### src/rtl/updown_counter_pkg.sv
// rtl/updown_counter_pkg.sv - shared types and constants for the modulo-8 up/down counter
//
// Purpose : state enumeration and width/limit constants used by the counter
//           top level and its next-state function.
// Contents: CNT_W       - counter width in bits
//           CNT_MAX     - highest count value (wrap point)
//           cnt_state_t - 8-state enum, S0..S7 encoded as their count value

package updown_counter_pkg;

    localparam int CNT_W = 3;

    localparam logic [CNT_W-1:0] CNT_MAX = 3'd7;

    // Each state's encoding is its count value so q is the state register itself.
    typedef enum logic [CNT_W-1:0] {
        S0 = 3'd0,
        S1 = 3'd1,
        S2 = 3'd2,
        S3 = 3'd3,
        S4 = 3'd4,
        S5 = 3'd5,
        S6 = 3'd6,
        S7 = 3'd7
    } cnt_state_t;

endpackage

### src/rtl/updown_counter_3bit_ns.sv
// rtl/updown_counter_3bit_ns.sv - combinational next-state function of the up/down counter
//
// Purpose : maps (current state, direction) to the next state, wrapping
//           modulo 8 in both directions.
// Ports   : state      in  current counter state
//           updown     in  1 = step up, 0 = step down
//           next_state out state to load on the next rising clock

module updown_counter_3bit_ns
    import updown_counter_pkg::*;
(
    input  cnt_state_t state,
    input  logic       updown,
    output cnt_state_t next_state
);

    // Transitions are spelled out state by state rather than with +1/-1
    // so the machine reads as an explicit FSM table.
    always_comb begin
        next_state = S0;
        case (state)
            S0:      next_state = updown ? S1 : S7;
            S1:      next_state = updown ? S2 : S0;
            S2:      next_state = updown ? S3 : S1;
            S3:      next_state = updown ? S4 : S2;
            S4:      next_state = updown ? S5 : S3;
            S5:      next_state = updown ? S6 : S4;
            S6:      next_state = updown ? S7 : S5;
            S7:      next_state = updown ? S0 : S6;
            default: next_state = S0;
        endcase
    end

endmodule

### src/rtl/updown_counter_3bit.sv
// rtl/updown_counter_3bit.sv - 3-bit up/down counter as an 8-state Moore machine
//
// Purpose : steps one state per rising clock, up or down as selected by
//           updown, wrapping modulo 8; the state is presented directly on q.
// Ports   : clk    in  rising-edge clock
//           rst_n  in  asynchronous reset, active HIGH despite the name;
//                      while 1 the counter is forced to 0
//           updown in  direction select, 1 = up, 0 = down
//           q      out current count (registered)

module updown_counter_3bit
    import updown_counter_pkg::*;
(
    input  logic             clk,
    input  logic             rst_n,
    input  logic             updown,
    output logic [CNT_W-1:0] q
);

    cnt_state_t state;
    cnt_state_t next_state;

    updown_counter_3bit_ns u_ns (
        .state      (state),
        .updown     (updown),
        .next_state (next_state)
    );

    // rst_n is active high: the reset branch fires on its rising edge and
    // holds S0 for as long as it stays 1.
    always_ff @(posedge clk or posedge rst_n) begin
        if (rst_n) begin
            state <= S0;
        end else begin
            state <= next_state;
        end
    end

    assign q = state;

endmodule

### config.mk
export PLATFORM = sky130hd
export DESIGN_NAME = updown_counter_3bit
export DESIGN_NICKNAME = d
export VERILOG_FILES = /design/src/rtl/updown_counter_pkg.sv /design/src/rtl/updown_counter_3bit_ns.sv /design/src/rtl/updown_counter_3bit.sv
export SDC_FILE = /design/constraint.sdc
export NUM_CORES = 1
export LEC_CHECK = 0
export ABC_AREA = 1
export CORE_AREA = 2 2 39 41
export DETAILED_ROUTE_END_ITERATION = 10
export DIE_AREA = 0 0 41 43
export PLACE_DENSITY = 0.39
export SLEW_MARGIN = 20
export SYNTH_ARGS = -nofsm -noshare
export SYNTH_HDL_FRONTEND = slang
export SYNTH_SLANG_ARGS = --single-unit
### constraint.sdc
create_clock -name clk -period 1.2 [get_ports clk]
set_input_delay 0.12 -clock clk [delete_from_list [all_inputs] [get_ports clk]]
set_output_delay 0.12 -clock clk [all_outputs]
set_load 0.03 [all_outputs]
# --- Word level (Yosys, flattened, before mapping) ---
# Index checks and enable logic that the tools add are counted.
classes:
  eq_ne: 7
  n_mux: 9
  n_reduce_logical: 1
ops:
  columns: ["op", "count"]
  rows:
  - ["3-bit one-hot mux with 8 select lines", 1]
  - ["3-bit == test (second input constant)", 4]
  - ["3-bit 2-to-1 mux", 4]
  - ["2-bit 2-to-1 mux", 4]
  - ["3-bit by 2-bit == test with 1-bit output (second input constant)", 2]
  - ["3-bit by 1-bit == test with 1-bit output (second input constant)", 1]
  - ["3-bit zero test", 1]
word_totals:
  register_bits: 3
  in_bits: 3
  out_inout_bits: 3

# --- Longest topological paths before layout ---
depth:
  ltp_word: 2
  ltp_mapped: 5
  depth_no_buf: 5

# --- By module ---
# A second synthesis with hierarchy kept.
hier_totals:
  hier_cells: 18
  hier_area_um2: 138.9
by_module_without_submodules:
  columns: ["mod", "n_inst", "cells_each", "area_per_inst_um2", "seq_area_each_um2"]
  rows:
  - ["updown_counter_3bit", 1, 4, 78.8, 75.1]
  - ["updown_counter_3bit_ns", 1, 14, 60.1, 0.0]

# --- Worst setup path before layout ---
# No wires, ideal clock.
synth_path:
  kind: "register to register"
  start: "register state[0] (netlist: q[0])"
  end: "register state[2] (netlist: q[2])"
  setup_time_ps: 117
  t_arrival_ps: 863
  required_time_ps: 1083
  path_slack_ps: 220
  stages_incl_launch_ff: 4
  synth_period_minus_slack_ps: 980
  path_cell_list: "dfrtp_1 -> nand3_1 -> nand3_1 -> nand2_1"
synth_via:
  elab_chain_cells: 2
synth_lines:
  columns: ["element", "line", "text"]
  rows:
  - ["from (decl)", "updown_counter_3bit.sv:20", "cnt_state_t state;"]
  - ["from (signal assigned)", "updown_counter_3bit.sv:35", "state <= next_state;"]
  - ["3-bit == test (tied with other cells)", "updown_counter_3bit_ns.sv:21", "case (state)"]
  - ["3-bit one-hot mux with 8 select lines *", "updown_counter_3bit_ns.sv:21", null]
  - ["named net next_state[2]", "updown_counter_3bit.sv:21", "cnt_state_t next_state;"]
# Mark *: on every way through the listed nets, which the timed path passes. The rest lies on a longest branch.

# --- Worst setup path in the final report ---
layout_path:
  start: "register state[2] (netlist: q[2])"
  end: "output port q[2]"
layout_rtl:
  columns: ["element", "line", "text"]
  rows:
  - ["to (decl)", "updown_counter_3bit.sv:17", "output logic [CNT_W-1:0] q"]
# No word-level cell between the ends.

==> flow_metrics.tcl <==
set metrics [dict create \
    outcome "finished clean" \
    synth_area_per_cell_um2 7.38 \
    drive_above_1_share_pct 17.9 \
    async_flop_share_pct 100 \
    grt_use_total_pct 4.83 \
    synth_fp_nets 22 \
    die_area_um2 1760 \
    pwr-share-comb_pct 25.6 \
    numCtsBuffers 3 \
    place.port_buffers 5 \
    ant_nets 0 \
    drc 0 \
    crit_path_end_kind "output port" \
    start_kind "flop" \
    area_delta_synth_final_pct 64.3 \
    power_leakage_nw 0.132 \
    cts.htree.levels 1 \
    hold_path.class "in2async" \
    cts_setup_buffers 0 \
    grt_pass1_wl_um 483 \
    cp_num_buf_inv 1 \
    gp_congestion 0.642 \
    crit_chain "dlygate4sd2_1" \
    synth-edff-count 0 \
    die_y_um 43 \
    fmax_mhz 904 \
    routedWlPerCell_um 6.84 \
    ys_seq_area_share_pct 53.6 \
    fp-row-count 14 \
    grt_overflow 0 \
    largest_reg_flops 3 \
    clk_pin_slew_ns 0.04 \
    insertion_delay_ns 0.23 \
    fin_skew_ns 0.00208 \
    vias 136 \
    initial_core_util_pct 10.1 \
    antenna_cells 0 \
    clkPwrFrac_pct 41.7 \
    crit_arrival_ns 0.99 \
    crit_family "buffers and inverters" \
    routed_wl_um 301 \
    report.final.slew_viol_count 0 \
    tns_ns 0 \
    yosys-top-cells-count "nand2_1 (6), inv_1 (5), dfrtp_1 (3), nand3_1 (3)" \
    io_pins 6 \
    vias_per_cell 3.09 \
    peakVddDrop_uv 416 \
    ctsResizeCount 1 \
    seqPwrFrac_pct 32.7 \
    grt_pass1_vias 135 \
    place_hpwl_um 228 \
    switching_power_uw 134 \
    power_density_nw_per_um2 1820 \
    slew_headroom_pct 80.4 \
    netlist_area_um2 140 \
    synth_area_leaders "dfrtp_1 (54%), nand2_1 (16%), inv_1 (13%), nand3_1 (11%), o21ai_0 (3.6%)" \
    synth_top_flop_cell "dfrtp_1" \
    cts_tree "built" \
    yosys.area.top_type "dfrtp_1" \
    crit_path_top_delay_cell "dlygate4sd2_1" \
    crit_type "reg2out" \
    firstDrtPassIters 4 \
    clk_path_buf_depth 2 \
    p_int_uw 285 \
    path_max_fanout 3 \
    fillers 160 \
    syn_inst 19 \
    yosysMostFrequentCell "nand2_1" \
    root_buffer "clkbuf_4" \
    fin_crit_ns 1.11 \
    fin_nets 32 \
    critPathMaxStageDelay_ns 0.40 \
    grt_max_degree 7 \
    switching_share_pct 31.9 \
    setup_viol 0 \
    cts.sinks 3 \
    cap_violations 0 \
    tightest_slew_ns 0.295 \
    yosys_register_bits 3 \
    synth_top_area_share_pct 53.6 \
    fin_cells 44 \
    finalCritPeriodShare_pct 92.2 \
    ys_types 6 \
    place_inst 40 \
    ctsHoldBuffers 0 \
    dieWidth_um 41 \
    hold_viol_final 0 \
    crit_required_ns 1.08 \
    rsz0062_at_grt "no" \
    ys_warn_count 0 \
    design.core.area_um2 1380 \
    grt_antenna_before_repair 0 \
    drt_iter0_drc 8 \
]
per-layer routing:
layer	global-route usage, %	vias to the layer above	wire length (um)
li1	-	73	-
met4	8.00	0	0
met3	3.66	0	29
met1	3.25	58	108
met5	0	-	0
met2	5.94	5	164
cells in the final DEF (no fill, tap or decap), drive strengths merged:
cell type,Yosys,layout
inv,5,5
nand2,6,6
nand3,3,3
o21ai,1,1
buf,0,2
dlygate4sd2,0,1
clkdlybuf4s50,0,2
clkbuf,0,4
dfrtp,3,3
nor2,1,1
power groups by stage:
stage	Sequential [mW]	Combinational, mW	Clock (mW)
after global routing	0.140	0.114	0.196
final	0.137	0.107	0.175
after floorplan	0.175	0.0312	0
after CTS	0.137	0.110	0.187
after detailed placement	0.139	0.119	0
after global placement	0.137	0.119	0
area by class of cell:
| type | instances | area, um^2 | share of cell area, % |
|---|---|---|---|
| Clock buffer | 4 | 26.3 | 11.4 |
| Inverter | 5 | 18.8 | 8.15 |
| Multi-Input combinational cell | 11 | 46.3 | 20.1 |
| Sequential cell | 3 | 75.1 | 32.6 |
| Tap cell | 16 | 20.0 | 8.70 |
| Timing Repair Buffer | 5 | 43.8 | 19.0 |
path summary, 6_finish.rpt:
check | from | endpoint | cells past startpoint | slack (ns)
hold / removal | rst_n | q[1] | 2 | 0.05
min in group clk | q[0] | q[0] | 1 | 0.52
hold reg to reg | q[0] | q[0] | 1 | 0.52
setup / recovery | q[2] | q[2] | 1 | 0.09
setup reg to reg | q[0] | q[1] | 4 | 0.32
max in group asynchronous | rst_n | q[2] | 2 | 1.02
cell families after synthesis:
kind of cell / share of synthesized area (%)
AO/OA/AOI/OAI: 3.57
buffers and inverters: 13.4
flip-flops: 53.6
AND/OR/NAND/NOR: 29.5
stage by stage:
stage	power, mW	setup WS (ns)	instance area [um^2]	hold slack (ns)	utilization (%)
after global routing	0.450	0.0573	230	0.0614	16.6
after global placement	0.255	0.0676	205	0.294	14.8
after detailed placement	0.258	0.0542	205	0.297	14.8
after CTS	0.434	0.0795	230	0.0448	16.6
after floorplan	0.206	0.220	140	-0.126	-
final	0.419	0.0940	230	0.0520	16.6
(Power assumes the default switching activity.)
